`src/rtl/wb_arbiter_pkg.sv`:
```
// Shared types for the write-back arbiter: requester indices, GPR count, address type.
// Latency: n/a (types and helper functions only).
// Backpressure: n/a.
package wb_arbiter_pkg;

    // Requester index. It is also the bit position in the req/gnt vectors.
    typedef enum logic [1:0] {
        REQ_ALU = 2'd0,
        REQ_LSU = 2'd1,
        REQ_CSR = 2'd2
    } req_e;

    localparam int NUM_REQ = 3;
    localparam int NUM_GPR = 32;

    typedef logic [4:0] gpr_addr_t;

    // Next requester in the circular search order ALU -> LSU -> CSR -> ALU.
    function automatic req_e next_req(input req_e cur);
        req_e nxt;
        case (cur)
            REQ_ALU: nxt = REQ_LSU;
            REQ_LSU: nxt = REQ_CSR;
            default: nxt = REQ_ALU;
        endcase
        return nxt;
    endfunction

endpackage

```
`src/rtl/rr_arbiter3.sv`:
```
// 3-way grant generator: round-robin after the last grant (RR_EN=1) or fixed ALU>LSU>CSR.
// Latency: grant is combinational from req in the same cycle; the pointer updates on the edge.
// Backpressure: at most one grant per cycle; no grant while rst is high; losers wait for a later cycle.
module rr_arbiter3
    import wb_arbiter_pkg::*;
#(
    parameter bit RR_EN = 1'b1
) (
    input  logic               clk,
    input  logic               rst,
    input  logic [NUM_REQ-1:0] req,
    output logic [NUM_REQ-1:0] gnt
);

    // Last granted requester. It resets to CSR so ALU is searched first after reset.
    req_e ptr_q;
    req_e first;
    req_e second;

    // Search order starts one past the pointer and wraps back to the pointer itself.
    always_comb begin
        first  = next_req(ptr_q);
        second = next_req(first);
    end

    // One-hot grant. Requests seen during reset are never granted.
    always_comb begin
        gnt = '0;
        if (!rst) begin
            if (RR_EN) begin
                if (req[first]) begin
                    gnt[first] = 1'b1;
                end else if (req[second]) begin
                    gnt[second] = 1'b1;
                end else if (req[ptr_q]) begin
                    gnt[ptr_q] = 1'b1;
                end
            end else begin
                if (req[REQ_ALU]) begin
                    gnt[REQ_ALU] = 1'b1;
                end else if (req[REQ_LSU]) begin
                    gnt[REQ_LSU] = 1'b1;
                end else if (req[REQ_CSR]) begin
                    gnt[REQ_CSR] = 1'b1;
                end
            end
        end
    end

    // The pointer moves only on an actual grant, so idle cycles keep fairness intact.
    always_ff @(posedge clk) begin
        if (rst) begin
            ptr_q <= REQ_CSR;
        end else if (gnt[REQ_ALU]) begin
            ptr_q <= REQ_ALU;
        end else if (gnt[REQ_LSU]) begin
            ptr_q <= REQ_LSU;
        end else if (gnt[REQ_CSR]) begin
            ptr_q <= REQ_CSR;
        end
    end

endmodule

```
`src/rtl/wb_arbiter.sv`:
```
// Shares the GPR write port between ALU/LSU/CSR and keeps a pending-destination scoreboard.
// Latency: grant same cycle; wb_* registered 1 cycle after grant; busy set/clear visible 1 cycle later.
// Backpressure: one write-back per cycle via vld/rdy; non-granted units hold vld until rdy.
module wb_arbiter
    import wb_arbiter_pkg::*;
#(
    parameter int XLEN  = 64,
    parameter bit RR_EN = 1'b1
) (
    input  logic            clk,
    input  logic            rst,

    input  logic            alu_wb_vld,
    input  logic [4:0]      alu_wb_addr,
    input  logic [XLEN-1:0] alu_wb_data,
    output logic            alu_wb_rdy,

    input  logic            lsu_wb_vld,
    input  logic [4:0]      lsu_wb_addr,
    input  logic [XLEN-1:0] lsu_wb_data,
    output logic            lsu_wb_rdy,

    input  logic            csr_wb_vld,
    input  logic [4:0]      csr_wb_addr,
    input  logic [XLEN-1:0] csr_wb_data,
    output logic            csr_wb_rdy,

    input  logic            iss_vld,
    input  logic [4:0]      iss_rd,
    input  logic [4:0]      rs1,
    input  logic [4:0]      rs2,
    output logic            raw_stall,
    output logic            waw_stall,

    output logic            wb_vld,
    output logic [4:0]      wb_addr,
    output logic [XLEN-1:0] wb_data
);

    logic [NUM_REQ-1:0] req;
    logic [NUM_REQ-1:0] gnt;

    logic               gnt_any;
    gpr_addr_t          gnt_addr;
    logic [XLEN-1:0]    gnt_data;

    logic [NUM_GPR-1:1] busy_q;
    logic [NUM_GPR-1:1] busy_nxt;
    logic [NUM_GPR-1:0] busy;

    logic               byp1;
    logic               byp2;

    assign req = {csr_wb_vld, lsu_wb_vld, alu_wb_vld};

    rr_arbiter3 #(
        .RR_EN (RR_EN)
    ) u_arb (
        .clk (clk),
        .rst (rst),
        .req (req),
        .gnt (gnt)
    );

    assign alu_wb_rdy = gnt[REQ_ALU];
    assign lsu_wb_rdy = gnt[REQ_LSU];
    assign csr_wb_rdy = gnt[REQ_CSR];

    // Select the winning write; the grant is one-hot so the chain order does not matter.
    always_comb begin
        gnt_any  = |gnt;
        gnt_addr = '0;
        gnt_data = '0;
        if (gnt[REQ_ALU]) begin
            gnt_addr = alu_wb_addr;
            gnt_data = alu_wb_data;
        end else if (gnt[REQ_LSU]) begin
            gnt_addr = lsu_wb_addr;
            gnt_data = lsu_wb_data;
        end else if (gnt[REQ_CSR]) begin
            gnt_addr = csr_wb_addr;
            gnt_data = csr_wb_data;
        end
    end

    // Output register: x0 writes are consumed without a GPR write; addr/data hold when idle.
    always_ff @(posedge clk) begin
        if (rst) begin
            wb_vld  <= 1'b0;
            wb_addr <= '0;
            wb_data <= '0;
        end else begin
            wb_vld <= gnt_any && (gnt_addr != '0);
            if (gnt_any && (gnt_addr != '0)) begin
                wb_addr <= gnt_addr;
                wb_data <= gnt_data;
            end
        end
    end

    // Next busy state per register: an issuing instruction sets, a granted write clears,
    // and a same-cycle set beats the clear because the new instruction now owns the register.
    // x0 never appears here: gnt_addr==0 and iss_rd==0 cannot match any index >= 1.
    always_comb begin
        busy_nxt = busy_q;
        for (int i = 1; i < NUM_GPR; i++) begin
            if (gnt_any && (gnt_addr == gpr_addr_t'(i))) begin
                busy_nxt[i] = 1'b0;
            end
            if (iss_vld && (iss_rd == gpr_addr_t'(i))) begin
                busy_nxt[i] = 1'b1;
            end
        end
    end

    // Scoreboard register updates on the same edge that loads the output register.
    always_ff @(posedge clk) begin
        if (rst) begin
            busy_q <= '0;
        end else begin
            busy_q <= busy_nxt;
        end
    end

    assign busy = {busy_q, 1'b0};

    // A source matched by this cycle's granted write is covered by the RMU bypass.
    always_comb begin
        byp1      = gnt_any && (gnt_addr == rs1) && (rs1 != '0);
        byp2      = gnt_any && (gnt_addr == rs2) && (rs2 != '0);
        raw_stall = (busy[rs1] && !byp1) || (busy[rs2] && !byp2);
        // Not qualified by iss_vld so decode can use it to gate the issue itself.
        waw_stall = busy[iss_rd] && (iss_rd != '0);
    end

endmodule

```
`config.mk`:
```
export PLATFORM = sky130hd
export DESIGN_NAME = wb_arbiter
export DESIGN_NICKNAME = d
export VERILOG_FILES = /design/src/rtl/wb_arbiter_pkg.sv /design/src/rtl/rr_arbiter3.sv /design/src/rtl/wb_arbiter.sv
export SDC_FILE = /design/constraint.sdc
export NUM_CORES = 1
export LEC_CHECK = 0
export CORE_MARGIN = 8
export CORE_UTILIZATION = 40
export CTS_BUF_LIST = sky130_fd_sc_hd__clkbuf_8
export DETAILED_ROUTE_END_ITERATION = 8
export GPL_ROUTABILITY_DRIVEN = 0
export PLACE_DENSITY = 0.78
export SLEW_MARGIN = 10
export SYNTH_ARGS = -nofsm -noshare
export SYNTH_HDL_FRONTEND = slang
export SYNTH_HIERARCHICAL = 1
export SYNTH_SLANG_ARGS = --single-unit
```
`constraint.sdc`:
```
create_clock -name clk -period 3.45 [get_ports clk]
set_input_delay 0.69 -clock clk [delete_from_list [all_inputs] [get_ports clk]]
set_output_delay 0.69 -clock clk [all_outputs]
set_load 0.01 [all_outputs]
```
==> flow_summary.toml, run 1 <==
[logic_synthesis]
seq_area_frac_synth = 0.319
synth_seq_cells = 103
synth-async-reset-ratio = 0
yosysTopAreaCellShare = 0.319
synth_ff_type = "dfxtp_1"
synthTopCellsByCount = "122 x nand2_1, 110 x a21oi_1, 103 x dfxtp_1"
yosysMostFrequentCell = "nand2_1"
syn_nets = 959
synth.avg_cell_area_um2 = 8.84
ys_top_cells_by_area = "dfxtp_1 32%, o211ai_2 12%, a221o_1 9.6%"
yosysWarnings = 6
synth_top_cell_by_area = "dfxtp_1"
synthDistinctLibCells = 60
syn_area_um2 = 6460
synth_edf_count = 0
syn_inst = 731

[setup_path]
cp-start-kind = "input pin"
worstPathMaxFanout = 4
end_kind = "output pin"
reg2reg_from = "u_arb/ptr_q[0]"
cp.arrival_ps = 2800
r2r_slack_ps = 560
path_class = "in2out"
r2r_end = "wb_data[51]"
cp.required_ps = 2760
ff2ff_path_depth = 13

[layout]
area_delta_synth_final_pct = 62.6
final_layout_size_suffix_gt1_frac = 0.216
n_fill_cell = 1318
nets = 1293
ff_latch_area_um2 = 2070
multi_input_area_um2 = 4110
stdcell_area_um2 = 10500

[hold_path]
holdPathEnd = "wb_data[40]"
hold_depth = 2
holdCritPathClass = "reg2reg"
hp-start = "wb_data[40]"

[detailed_routing]
drt_first_pass_iters = 5
ant_nets = 0
drtIter0Drc = 533
routed_wl_um = 29200
dr_total_vias = 7493
wl_per_cell_um = 22.7
drc = 0
via_per_inst = 5.81

[floorplan]
die_w_um = 143
die_h_um = 143
coreArea_um2 = 15800
die_area_um2 = 20500
start_util = 0.408
rows = 46
pin_count = 303

[sta]
min_period_over_period = 1.01
worst_clock_skew_ps = 15.8
worstMarginPinSlew_ps = 1090
fin_hold_ws_ps = 456
max_freq_mhz = 287
layout_setup_ws_ps = -36.4
finalMaxSlewViolations = 0
min_period_ps = 3490
finalHoldViolCount = 0
relSlewSlack = 0.271
setup_viol = 1

[clock_tree]
cts_buffer_depth = 2
htree_levels = 3
clkSlewWorstSetupHoldPaths_ps = 100
cts_root_buffer = "clkbuf_8"
tritoncts = "yes"
cts_buffers = 9
clkLatencyLatePin_ps = 390
cts_sinks = 103

[placement]
dpl_worst_slack_ps = -702
hpwl_um = 22200
place_area_um2 = 10100
numPortBuffers = 302

[grt]
antenna_found_initial = 2
grt_pass1_vias = 7189
overflow = 0
grt_first_pass_wirelength_um = 42500
grtUsageTotal = 0.269
grt_max_degree = 67

[power_and_ir_drop]
p_per_area_nw_per_um2 = 318
ir_drop_mv = 0.254
clock_power_share = 0.226
swShare = 0.328
p_int_mw = 2.25
leakage_nw = 3.77
p_sw_mw = 1.10
pwr-share-comb = 0.382
power_frac_seq = 0.391

[outcome]
failed_checks = "negative setup slack"
outcome = "finished, violations left"

[job]
cap_violations = 0
==> placed cells by master, fill, tap and decap left out, drive strengths merged, types with 3 or more instances in the layout <==
cell	netlist	layout
xnor2	9	9
diode	0	3
a31oi	7	7
a21oi	110	110
nand3	3	3
nand2b	9	9
and2	3	3
o22ai	3	3
dfxtp	103	103
clkbuf	46	13
mux2i	4	4
nor3	5	5
mux2	4	4
mux4	23	23
a221oi	3	3
clkdlybuf4s50	0	291
nand3b	5	5
nor2	21	21
inv	11	13
a221o	62	62
nand2	122	122
buf	29	97
o211ai	67	67
nor2b	11	11
dlygate4sd2	0	5
o21ai	39	39
xor2	3	3
==> registers in the layout, summed over array words and instances, names as in the netlist <==
| register | flops |
|---|---|
| wb_addr | 5 |
| busy_q | 31 |
| wb_data | 64 |
| u_arb/ptr_q | 2 |
| wb_vld | 1 |
==> power groups by stage <==
stage | registers (mW) | clock network [mW] | logic (mW)
6_report | 1.31 | 0.757 | 1.28
5_1_grt | 1.32 | 0.833 | 1.35
4_1_cts | 1.31 | 0.783 | 1.26
3_5_place_dp | 1.33 | 0 | 1.24
3_3_place_gp | 1.33 | 0 | 1.23
2_1_floorplan | 1.37 | 0 | 0.529
==> final cells by class <==
type,instances,share of cell area
tap,216,0.0257
inverter,11,0.00405
clock inverter,6,0.00500
clock buffer,10,0.0131
sequential,103,0.197
multi-input combinational,543,0.391
timing repair buffer,397,0.364
antenna,3,0.000714
==> worst max-delay path: stages <==
cell and delay, ps:
clkdlybuf4s50_1 560, buf_4 170, xnor2_1 110, a31oi_1 140, o21ai_0 250, a32oi_1 120, a2111o_1 320, a32o_2 300
buf_6 120
==> per-layer routing <==
metal  routed length (µm)  track usage
met5                    0            0
met3                 2860       0.0674
met4                 1630        0.147
met1                10300        0.292
met2                14500        0.472
==> what timing repair did <==
action,in CTS,in global routing
resized for setup,32,19
setup buffers,3,9
endpoints found under the setup margin,3,1
pin swaps,6,8
hold buffers,0,0
gates cloned,1,0
==> cells by family after synthesis <==
family          Yosys count  synth area share
flops                   103             0.319
mux                      31            0.0933
simple gates            191             0.135
buf+inv                  86            0.0620
xor+xnor                 12            0.0163
compound gates          308             0.375
==> through the flow <==
step | total power, mW | TNS [ps] | utilization | std cells
2_1_floorplan | 1.89 | 0 | - | 731
6_report | 3.35 | -36.4 | 0.664 | 1289
5_1_grt | 3.50 | -69.1 | 0.664 | 1288
4_1_cts | 3.35 | -36.1 | 0.657 | 1277
3_5_place_dp | 2.57 | -16680 | 0.639 | 1257
3_3_place_gp | 2.56 | -12920 | 0.639 | 1257
==> worst max path at each step <==
stage | from | to | depth (start not counted)
floorplan | alu_wb_vld | raw_stall | 10
global placement | alu_wb_vld | raw_stall | 11
detailed placement | alu_wb_vld | raw_stall | 11
CTS | alu_wb_vld | raw_stall | 11
global route | rs1[3] | raw_stall | 9
finish | rs1[3] | raw_stall | 9
No activity file was read; power rests on OpenSTA's default activity.
==> inputs of run 2 (changes only) <==
PLACE_DENSITY = 0.76   (was 0.78)
==> flow_summary.toml, run 2 (synthesis results as in run 1) <==
[outcome]
outcome = "finished, final reports clean"

[setup_path]
cp.arrival_ps = 2710
crit_path_frequent_cell = "mux4_2"
crit_family = "multiplexers"
slowest_delay_ps = 480
cp-start-kind = "input pin"
r2r_slack_ps = 590
critPathBufInv = 3
worstPathMaxFanout = 5
ff2ff_path_depth = 13
cpMaxStageDelayCell = "mux4_2"
end_kind = "output pin"
reg2reg_from = "u_arb/ptr_q[0]"
cp_cell_sequence = "clkdlybuf4s15_2 > bufbuf_16 > mux4_2 > mux4_2 > mux2_2 > dlygate4sd2_1"
path_class = "in2out"
r2r_end = "wb_data[63]"
cp.required_ps = 2760

[hold_path]
holdPathEnd = "wb_data[36]"
holdCritPathClass = "reg2reg"
hold_depth = 2
hp-start = "wb_data[36]"

[power_and_ir_drop]
p_per_area_nw_per_um2 = 325
p_sw_mw = 1.07
p_int_mw = 2.33
power_frac_seq = 0.384
ir_drop_mv = 0.197
clock_power_share = 0.242
swShare = 0.314
leakage_nw = 3.75
total_power_mw = 3.40
pwr-share-comb = 0.374

[clock_tree]
cts_root_buffer = "clkbuf_8"
tritoncts = "yes"
clkLatencyLatePin_ps = 400
htree_levels = 3
cts_sinks = 103
cts_buffers = 9
cts_buffer_depth = 2
hold_buffers = 0
clkSlewWorstSetupHoldPaths_ps = 100

[layout]
final_cells = 1276
n_fill_cell = 1324
largest_reg_flops = 64
ff_latch_area_um2 = 2060
area_delta_synth_final_pct = 62.0
nets = 1281
top_register = "wb_data"
fin_util = 0.662
final_common_cell = "clkdlybuf4s50_1"
stdcell_area_um2 = 10500
multi_input_area_um2 = 4090
reg_top3 = "wb_data: 64 flops, busy_q: 31 flops, wb_addr: 5 flops"
layout_common_cells = "291 x clkdlybuf4s50_1, 121 x nand2_1, 108 x a21oi_1, 102 x dfxtp_1, 70 x buf_4"
final_layout_size_suffix_gt1_frac = 0.205

[detailed_routing]
dr_total_vias = 7412
drt_first_pass_iters = 6
drc = 0
drtIter0Drc = 607
via_per_inst = 5.81
routed_wl_um = 28800
ant_nets = 0
wl_per_cell_um = 22.6

[floorplan]
coreArea_um2 = 15800
die_w_um = 143
start_util = 0.408
pin_count = 303
rows = 46
die_area_um2 = 20500
die_h_um = 143

[sta]
max_freq_mhz = 294
worst_clock_skew_ps = 13.7
setup_viol = 0
relSlewSlack = 0.267
layout_setup_ws_ps = 46.9
worstMarginPinSlew_ps = 1100
rsz0062_at_grt = "false"
finalHoldViolCount = 0
min_period_over_period = 0.986
finalMaxSlewViolations = 0
tns_ps = 0
min_period_ps = 3400
fin_hold_ws_ps = 454

[grt]
grt_first_pass_wirelength_um = 42100
grtUsageTotal = 0.268
overflow = 0
antenna_found_initial = 5
grt_max_degree = 67
grt_pass1_vias = 7079

[placement]
hpwl_um = 21900
numPortBuffers = 302
dp.cells = 1250
place_area_um2 = 10100
dpl_worst_slack_ps = -682

[job]
cap_violations = 0
==> run 2: cell types whose count changed in the layout (fill, tap and decap cells not counted), sizes merged <==
cell / before / now
buf: 97 / 85
clkinv: 2 / 3
clkbuf: 13 / 14
diode: 3 / 2
clkdlybuf4s15: 0 / 1
inv: 13 / 12
and3b: 2 / 1
clkinvlp: 2 / 0
bufbuf: 0 / 1
dlygate4sd2: 5 / 4
bufinv: 0 / 1
==> run 2: power by group through the flow <==
| stage | Combinational (mW) | Sequential [mW] | Clock, mW |
|---|---|---|---|
| CTS | 1.26 | 1.31 | 0.839 |
| detailed placement | 1.24 | 1.33 | 0 |
| global placement | 1.24 | 1.33 | 0 |
| finish | 1.27 | 1.31 | 0.822 |
| global route | 1.34 | 1.32 | 0.891 |
| floorplan | 0.529 | 1.37 | 0 |
==> run 2: cell type report <==
class                   count  area share
clock inverters             5     0.00538
inverters                  11     0.00406
diodes                      2    0.000478
repair buffers            386       0.362
flip-flops and latches    103       0.197
clock buffers              11      0.0145
multi-input cells         542       0.391
well taps                 216      0.0258
==> run 2: how the worst max path moves through the flow <==
| stage | start | endpoint | depth (start not counted) |
|---|---|---|---|
| final | iss_rd[0] | waw_stall | 6 |
| after global routing | u_arb/ptr_q[0] | raw_stall | 11 |
| after CTS | csr_wb_vld | lsu_wb_rdy | 7 |
| after detailed placement | csr_wb_vld | raw_stall | 11 |
| after global placement | csr_wb_vld | raw_stall | 11 |
| after floorplan | alu_wb_vld | raw_stall | 10 |
==> run 2: tightest hold or removal path, delay by kind of cell (launching register included) <==
kind	cells	cell delay, ps
compound gates	1	50
flops	1	320
simple gates	1	50
==> run 2: per-layer routing <==
| metal | wire length, µm | global-route usage |
|---|---|---|
| met1 | 10600 | 0.305 |
| met5 | 33 | 0 |
| met3 | 2630 | 0.0694 |
| met4 | 1240 | 0.127 |
| met2 | 14300 | 0.459 |
==> run 2: timing repair <==
item | in CTS | in global routing
pin swaps | 5 | 6
cloned | 1 | 0
endpoints found under the setup margin | 3 | 2
setup buffers | 5 | 2
gates resized for setup | 29 | 15
